==> src/rtl/uart_irq_handler_if.sv <==
// Interrupt handler bus: UART source levels and controls in, CPU-facing interrupt status out.
interface uart_irq_handler_if #(
    parameter int NUM_SRC = 5,
    parameter int ID_W    = 3
);
    logic [NUM_SRC-1:0] src_lvl;
    logic [NUM_SRC-1:0] src_mask;
    logic               irq_ack;
    logic               lost_clr;
    logic               irq;
    logic [ID_W-1:0]    irq_id;
    logic [NUM_SRC-1:0] irq_pending;
    logic [NUM_SRC-1:0] irq_lost;

    // Side driving the sources, mask and acknowledge (UART block / CPU)
    modport master (
        output src_lvl, src_mask, irq_ack, lost_clr,
        input  irq, irq_id, irq_pending, irq_lost
    );

    // Interrupt handler side
    modport slave (
        input  src_lvl, src_mask, irq_ack, lost_clr,
        output irq, irq_id, irq_pending, irq_lost
    );
endinterface

==> src/rtl/uart_irq_handler.sv <==
// UART interrupt controller: rising-edge capture into a pending register,
// fixed-priority or round-robin arbitration, and an IDLE/ACTIVE/GAP handshake
// that holds irq/irq_id until acknowledged and forces one idle cycle between interrupts.
module uart_irq_handler #(
    parameter int NUM_SRC     = 5,
    parameter int ID_W        = 3,
    parameter bit ROUND_ROBIN = 1'b0
) (
    input  logic              pclk,
    input  logic              preset,
    uart_irq_handler_if.slave bus
);

    localparam int unsigned N = NUM_SRC;

    typedef enum logic [1:0] {
        IDLE   = 2'd0,
        ACTIVE = 2'd1,
        GAP    = 2'd2
    } state_t;

    state_t             state_q;
    logic               irq_q;
    logic [ID_W-1:0]    irq_id_q;
    logic [ID_W-1:0]    rr_ptr_q;
    logic [ID_W-1:0]    rr_ptr_d;

    logic [NUM_SRC-1:0] src_q;
    logic [NUM_SRC-1:0] pending_q;
    logic [NUM_SRC-1:0] pending_d;
    logic [NUM_SRC-1:0] lost_q;
    logic [NUM_SRC-1:0] lost_d;

    logic [NUM_SRC-1:0] rise;
    logic [NUM_SRC-1:0] ack_clr;
    logic [NUM_SRC-1:0] eligible;
    logic               ack_fire;
    logic               any_eligible;
    logic [ID_W-1:0]    winner;
    int unsigned        start;
    int unsigned        idx;

    // Qualified rising edges and the one-hot clear of the acknowledged source
    always_comb begin
        rise     = bus.src_lvl & ~src_q & bus.src_mask;
        ack_fire = (state_q == ACTIVE) && bus.irq_ack;
        ack_clr  = '0;
        for (int unsigned i = 0; i < N; i++) begin
            if (ack_fire && (irq_id_q == ID_W'(i))) begin
                ack_clr[i] = 1'b1;
            end
        end
    end

    // Next pending/lost state: a new edge beats a same-cycle clear, and such an
    // edge is not a loss because the old request was just serviced
    always_comb begin
        pending_d = (pending_q & ~ack_clr) | rise;
        lost_d    = (bus.lost_clr ? '0 : lost_q) | (rise & pending_q & ~ack_clr);
    end

    // Arbiter: scan from index 0 (fixed) or from rr_ptr with wrap (round-robin)
    always_comb begin
        eligible     = pending_q & bus.src_mask;
        any_eligible = |eligible;
        winner       = '0;
        start        = ROUND_ROBIN ? 32'(rr_ptr_q) : 32'd0;
        idx          = 0;
        for (int unsigned k = N; k > 0; k--) begin
            // Scanning downward with overwrite leaves the first hit in scan order
            idx = start + k - 1;
            if (idx >= N) begin
                idx = idx - N;
            end
            if (eligible[idx]) begin
                winner = ID_W'(idx);
            end
        end
    end

    // Round-robin pointer advances past the source just serviced
    always_comb begin
        rr_ptr_d = (irq_id_q == ID_W'(N - 1)) ? '0 : irq_id_q + ID_W'(1);
    end

    // Edge detector history plus pending and lost registers
    always_ff @(posedge pclk or posedge preset) begin
        if (preset) begin
            src_q     <= '0;
            pending_q <= '0;
            lost_q    <= '0;
        end else begin
            src_q     <= bus.src_lvl;
            pending_q <= pending_d;
            lost_q    <= lost_d;
        end
    end

    // Interrupt handshake FSM with registered irq, irq_id and rr pointer
    always_ff @(posedge pclk or posedge preset) begin
        if (preset) begin
            state_q  <= IDLE;
            irq_q    <= 1'b0;
            irq_id_q <= '0;
            rr_ptr_q <= '0;
        end else begin
            case (state_q)
                IDLE: begin
                    if (any_eligible) begin
                        irq_id_q <= winner;
                        irq_q    <= 1'b1;
                        state_q  <= ACTIVE;
                    end else begin
                        irq_q <= 1'b0;
                    end
                end
                ACTIVE: begin
                    if (bus.irq_ack) begin
                        irq_q   <= 1'b0;
                        state_q <= GAP;
                        if (ROUND_ROBIN) begin
                            rr_ptr_q <= rr_ptr_d;
                        end
                    end
                end
                GAP: begin
                    irq_q   <= 1'b0;
                    state_q <= IDLE;
                end
                default: begin
                    irq_q   <= 1'b0;
                    state_q <= IDLE;
                end
            endcase
        end
    end

    assign bus.irq         = irq_q;
    assign bus.irq_id      = irq_id_q;
    assign bus.irq_pending = pending_q;
    assign bus.irq_lost    = lost_q;

endmodule
==> src/flat_wrapper.sv <==
// flat-port wrapper written by rule: the top's interface ports become plain ports
module uart_irq_handler_flat 
#(
    parameter int NUM_SRC     = 5,
    parameter int ID_W        = 3,
    parameter bit ROUND_ROBIN = 1'b0
)
  (pclk, preset, bus_src_lvl, bus_src_mask, bus_irq_ack, bus_lost_clr, bus_irq, bus_irq_id, bus_irq_pending, bus_irq_lost);
  uart_irq_handler_if #(.NUM_SRC(NUM_SRC), .ID_W(ID_W)) bus_i ();
  input  logic pclk;
  input  logic preset;
  input wire logic [$bits(bus_i.src_lvl)-1:0] bus_src_lvl;
  input wire logic [$bits(bus_i.src_mask)-1:0] bus_src_mask;
  input wire logic [$bits(bus_i.irq_ack)-1:0] bus_irq_ack;
  input wire logic [$bits(bus_i.lost_clr)-1:0] bus_lost_clr;
  output wire logic [$bits(bus_i.irq)-1:0] bus_irq;
  output wire logic [$bits(bus_i.irq_id)-1:0] bus_irq_id;
  output wire logic [$bits(bus_i.irq_pending)-1:0] bus_irq_pending;
  output wire logic [$bits(bus_i.irq_lost)-1:0] bus_irq_lost;
  assign bus_i.src_lvl = bus_src_lvl;
  assign bus_i.src_mask = bus_src_mask;
  assign bus_i.irq_ack = bus_irq_ack;
  assign bus_i.lost_clr = bus_lost_clr;
  assign bus_irq = bus_i.irq;
  assign bus_irq_id = bus_i.irq_id;
  assign bus_irq_pending = bus_i.irq_pending;
  assign bus_irq_lost = bus_i.irq_lost;
  uart_irq_handler #(.NUM_SRC(NUM_SRC), .ID_W(ID_W), .ROUND_ROBIN(ROUND_ROBIN)) u_core (.pclk(pclk), .preset(preset), .bus(bus_i));
endmodule
==> config.mk <==
export PLATFORM = sky130hd
export DESIGN_NAME = uart_irq_handler_flat
export DESIGN_NICKNAME = d
export VERILOG_FILES = /design/src/rtl/uart_irq_handler_if.sv /design/src/rtl/uart_irq_handler.sv /design/src/flat_wrapper.sv
export SDC_FILE = /design/constraint.sdc
export NUM_CORES = 1
export LEC_CHECK = 0
export ABC_AREA = 1
export BUFFER_PORTS_ARGS = -buffer_cell sky130_fd_sc_hd__buf_2
export CORE_MARGIN = 1.5
export CORE_UTILIZATION = 40
export DETAILED_ROUTE_END_ITERATION = 7
export PLACE_DENSITY = 0.74
export SYNTH_ARGS = -nofsm -noshare
export SYNTH_HDL_FRONTEND = slang
export SYNTH_SLANG_ARGS = --single-unit
==> constraint.sdc <==
create_clock -name pclk -period 2.3 [get_ports pclk]
set_clock_uncertainty 0.1 [all_clocks]
set_input_delay 0 -clock pclk [delete_from_list [all_inputs] [get_ports pclk]]
set_output_delay 0 -clock pclk [all_outputs]
set_load 0.01 [all_outputs]
# Word-level counts from Yosys, hierarchy flattened
# Index checks and enable logic that the tools add are counted.
[totals]
regBits = 21
in_bits = 14
output_inout_bits = 14
elab_cells = 51
[classes]
n_eq_ne = 7
muxes = 17
bitwise = 10
reduce_logical = 11
[op_table]
columns = ["operator", "n"]
rows = [
  ["5-bit AND", 6],
  ["3-bit 2-to-1 mux", 5],
  ["5-bit inverter", 2],
  ["5-bit bitwise OR", 2],
  ["1-bit 2-to-1 mux", 7],
  ["3-bit by 2-bit == test with 1-bit output, second input constant", 2],
  ["1-bit logical AND", 6],
  ["5-bit 2-to-1 mux", 1],
  ["5-bit OR reduction", 1],
  ["2-bit 2-to-1 mux", 2],
  ["2-bit one-hot mux with 2 select lines", 1],
  ["2-bit AND reduction", 2],
  ["3-bit by 1-bit == test with 1-bit output, second input constant", 1],
  ["3-bit == test, second input constant", 1],
  ["3-bit logical NOT", 1],
  ["2-bit by 1-bit == test with 1-bit output, second input constant", 1],
  ["2-bit logical NOT", 1],
  ["2-bit by 1-bit inequality test with 1-bit output, second input constant", 1],
  ["2-bit inequality test, second input constant", 1],
  ["1-bit one-hot mux with 2 select lines", 1],
]

# Longest topological paths before layout
[depth]
word_depth = 7
ltp_mapped = 7
mapped_depth_nobuf = 7

# Worst setup path before layout
# Ideal clock, no wire load.
[synth_timing]
path_kind = "flip-flop to flip-flop"
start = "register u_core.pending_q[3], in the netlist u_core.bus.irq_pending[3]"
end = "register u_core.irq_q, in the netlist u_core.bus.irq"
setup_time_ns = 0.127
t_arrival_ns = 0.905
required_time_ns = 2.073
path_slack_ns = 1.168
path_stages_with_launch = 7
n_path_buf = 0
period_less_slack_ns = 1.132
cell_sequence = "dfrtp_1 nand2_1 nand2_1 nor2_2 nand2_1 nand2_2 o21ai_0"
[synth_between]
elab_chain_len = 4
[synth_lines]
columns = ["element", "line", "rtl"]
rows = [
  ["start, declared", "uart_irq_handler.sv:29", "logic [NUM_SRC-1:0] pending_q;"],
  ["start signal, assigned", "uart_irq_handler.sv:94", "pending_q <= pending_d;"],
  ["5-bit AND", "uart_irq_handler.sv:64", "eligible = pending_q & bus.src_mask;"],
  ["5-bit OR reduction", "uart_irq_handler.sv:65", "any_eligible = |eligible;"],
  ["1-bit 2-to-1 mux", "uart_irq_handler.sv:109", "if (any_eligible) begin"],
  ["1-bit one-hot mux with 2 select lines", "uart_irq_handler.sv:107", "case (state_q)"],
  ["end signal, assigned", "uart_irq_handler.sv:111", "irq_q <= 1'b1;"],
  ["end signal, assigned", "uart_irq_handler.sv:114", "irq_q <= 1'b0;"],
  ["end signal, assigned", "uart_irq_handler.sv:119", "irq_q <= 1'b0;"],
  ["end, declared", "uart_irq_handler.sv:23", "logic irq_q;"],
]
# No other way between the ends.
# A chain may end at the register's enable or synchronous reset.

# Worst setup path in the final report
[layout_timing]
start = "register u_core.pending_q[2], in the netlist u_core.bus.irq_pending[2]"
end = "register u_core.irq_q, in the netlist u_core.bus.irq"
# Same word-level chain as after synthesis.

==> reports/qor.json <==
{
  "run_status": {"value": "completed"},
  "critical_path.most_common_cell": {"value": "sky130_fd_sc_hd__nand2_1"},
  "buffers_inserted_during_post_cts_setup_optimization": {"value": 0},
  "req_time_crit_path": {"value": 2.40, "unit": "ns"},
  "grt_first_pass_wirelength": {"value": 3120, "unit": "um"},
  "tritoncts_num_sinks": {"value": 21},
  "detailedRoute.firstIterationViolations": {"value": 40},
  "max-slew-margin-rel": {"value": 47.8, "unit": "%"},
  "numCtsBuffers": {"value": 3},
  "numPortBuffers": {"value": 27},
  "route.detailed.vias_per_inst": {"value": 4.62},
  "synth_cells": {"value": 104},
  "finalNetCount": {"value": 163},
  "count_of_final_hold_check_violations": {"value": 0},
  "min-delay-path-class": {"value": "in2reg"},
  "clock.fmax": {"value": 832, "unit": "MHz"},
  "gp_routability_congestion": {"value": 0.792},
  "power.static_leakage": {"value": 0.694, "unit": "nW"},
  "worst_hold_slack": {"value": 0.236, "unit": "ns"},
  "max-vdd-ir-drop": {"value": 0.534, "unit": "mV"},
  "critical-path-top-delay-family": {"value": "simple AND/OR/NAND/NOR gates"},
  "drive_gt1_share": {"value": 22.3, "unit": "%"},
  "synth_cell_type_count": {"value": 12},
  "root_buffer": {"value": "sky130_fd_sc_hd__clkbuf_4"},
  "slowest_stage": {"value": "sky130_fd_sc_hd__dfrtp_1"},
  "start_util": {"value": 44.1, "unit": "%"},
  "antenna_found_initial": {"value": 0},
  "die_h": {"value": 50.2, "unit": "um"},
  "grt-ovfl-total": {"value": 0},
  "path_class": {"value": "reg2reg"},
  "clk_pin_slew": {"value": 0.12, "unit": "ns"},
  "grt_setup_unrepaired": {"value": "no"},
  "ys_warn_count": {"value": 0},
  "ys_seq_area_share": {"value": 59.0, "unit": "%"},
  "dr_total_vias": {"value": 809},
  "register_bit_total_from_synthesis": {"value": 21},
  "cp-start-kind": {"value": "register"},
  "drt_pre_antenna_iters": {"value": 4},
  "critPathBufInv": {"value": 0},
  "drc": {"value": 0},
  "fp-row-count": {"value": 16},
  "drt-wirelength-per-cell": {"value": 11.0, "unit": "um"},
  "worst_ep_arrival_time": {"value": 1.30, "unit": "ns"},
  "number_of_nets_in_the_synthesized_netlist": {"value": 118},
  "maxCapViolations": {"value": 0},
  "antenna_violating_nets_remaining": {"value": 0},
  "layout_overhead_on_the_synthesized_area": {"value": 36.5, "unit": "%"},
  "cpPeakStageDelay": {"value": 0.43, "unit": "ns"},
  "worst-slew-pin-transition": {"value": 0.782, "unit": "ns"},
  "std_cell_core_area": {"value": 0.00202, "unit": "mm^2"},
  "die_x": {"value": 50.2, "unit": "um"},
  "synth_area": {"value": 891, "unit": "um^2"},
  "track_usage": {"value": 17.0, "unit": "%"},
  "cts.htree.levels": {"value": 1},
  "detailedPlacementHpwl": {"value": 1370, "unit": "um"},
  "tns": {"value": 0, "unit": "ns"},
  "boundaryPins": {"value": 28},
  "final.period_utilization": {"value": 52.3, "unit": "%"},
  "clock_latency": {"value": 0.31, "unit": "ns"},
  "die_area": {"value": 0.00252, "unit": "mm^2"},
  "slew_violations": {"value": 0},
  "n_antenna_cell": {"value": 0},
  "ctsLongestPathBuffers": {"value": 2},
  "wl": {"value": 1930, "unit": "um"},
  "critPathCaptureType": {"value": "register"},
  "tritoncts_clock_tree": {"value": "yes"},
  "synth_area_per_cell": {"value": 8.57, "unit": "um^2"},
  "cp_cell_sequence": {"value": "nand2_1 -> nand2_1 -> nor2_2 -> nand2_1 -> nand2_2 -> o21ai_0"},
  "power_per_cell_area": {"value": 960, "unit": "mW/mm^2"},
  "fin_crit": {"value": 1.20, "unit": "ns"},
  "path_max_fanout": {"value": 4},
  "grt_pass1_vias": {"value": 718},
  "largest_net_degree_at_the_start_of_global_routing": {"value": 22},
  "setup_viol": {"value": 0}
}
registers in the layout, indices dropped and copies added, names as in the netlist:
signal / count
u_core.bus.irq_id: 3
u_core.bus.irq_pending: 5
u_core.state_q: 2
u_core.bus.irq_lost: 5
u_core.bus.irq: 1
u_core.src_q: 5
layout make-up:
| class | instances | area (um^2) |
|---|---|---|
| multi-input combinational | 67 | 305 |
| timing repair buffer | 40 | 265 |
| fill | 172 | 806 |
| tap | 27 | 33.8 |
| inverter | 16 | 60.1 |
| clock buffer | 4 | 26.3 |
| sequential | 21 | 526 |
cell usage after synthesis:
| library cell | count | area share, % |
|---|---|---|
| sky130_fd_sc_hd__nor2_2 | 1 | 0.70 |
| sky130_fd_sc_hd__dfrtp_1 | 21 | 59 |
| sky130_fd_sc_hd__inv_1 | 16 | 6.7 |
| sky130_fd_sc_hd__a21oi_1 | 2 | 1.1 |
| sky130_fd_sc_hd__nand2_1 | 40 | 17 |
| sky130_fd_sc_hd__nor2_1 | 7 | 2.9 |
| sky130_fd_sc_hd__nand2_2 | 1 | 0.70 |
| sky130_fd_sc_hd__nand4_1 | 6 | 4.2 |
| sky130_fd_sc_hd__nand3_1 | 3 | 1.7 |
| sky130_fd_sc_hd__nand3b_1 | 5 | 4.2 |
| sky130_fd_sc_hd__nor2_4 | 1 | 1.3 |
| sky130_fd_sc_hd__o21ai_0 | 1 | 0.56 |
layer usage:
| metal | up-vias | part of all wire [%] | GRT usage [%] | wire length (um) |
|---|---|---|---|---|
| met5 | - | 0 | 0 | 0 |
| met2 | 35 | 45 | 26.3 | 863 |
| met3 | 5 | 5.9 | 3.57 | 113 |
| li1 | 408 | - | - | - |
| met4 | 0 | 2.2 | 8.33 | 42 |
| met1 | 361 | 47 | 22.6 | 908 |
layout by cell type (no fill, tap or decap):
master                          instances
sky130_fd_sc_hd__dfrtp_1               21
sky130_fd_sc_hd__a21oi_1                2
sky130_fd_sc_hd__inv_1                 16
sky130_fd_sc_hd__clkbuf_1               1
sky130_fd_sc_hd__nand4_1                6
sky130_fd_sc_hd__clkbuf_4               3
sky130_fd_sc_hd__nand3_1                3
sky130_fd_sc_hd__nor2_1                 7
sky130_fd_sc_hd__nor2_2                 1
sky130_fd_sc_hd__buf_2                 27
sky130_fd_sc_hd__dlygate4sd3_1         13
sky130_fd_sc_hd__o21ai_0                1
sky130_fd_sc_hd__nand3b_1               5
sky130_fd_sc_hd__nand2_2                1
sky130_fd_sc_hd__nor2_4                 1
sky130_fd_sc_hd__nand2_1               40
worst paths after layout:
path / slack (ns) / start / end / depth (start not counted)
max in group asynchronous: 1.34 / preset / u_core.bus.irq_id[1] / 3
min in group asynchronous: 0.27 / preset / u_core.bus.irq_lost[1] / 3
hold / removal: 0.24 / bus_src_lvl[2] / u_core.src_q[2] / 2
setup reg to reg: 1.10 / u_core.bus.irq_pending[2] / u_core.bus.irq / 6
setup / recovery: 1.10 / u_core.bus.irq_pending[2] / u_core.bus.irq / 6
hold reg to reg: 0.39 / u_core.bus.irq_lost[1] / u_core.bus.irq_lost[1] / 2
power breakdown:
| part | switching [mW] | internal [mW] |
|---|---|---|
| registers | 0.0925 | 0.473 |
| logic | 0.255 | 0.168 |
| clock network | 0.112 | 0.0677 |
| total | 0.459 | 0.709 |
through the flow:
stage | util, % | std cells | area (um^2) | setup WS [ns] | power [mW]
detailed placement | 52.4 | 158 | 1060 | 1.13 | 0.978
global placement | 52.4 | 158 | 1060 | 1.13 | 0.961
finish | 60.1 | 175 | 1220 | 1.10 | 1.17
floorplan | - | 104 | 891 | 1.17 | 0.820
CTS | 60.1 | 175 | 1220 | 1.11 | 1.17
global route | 60.1 | 175 | 1220 | 0.981 | 1.26
timing repair:
item / CTS / global route
hold buffers: 13 / 0
endpoints found under the hold margin: 42 / 0
resized for setup: 0 / 0
endpoints found under the setup margin: 0 / 0
logic make-up after synthesis:
family	count (synthesis)	synth area share, %
simple gates	64	32.6
buf+inv	16	6.74
compound gates	3	1.68
flops	21	59.0
Note: power is estimated with default switching activity, not from simulation.
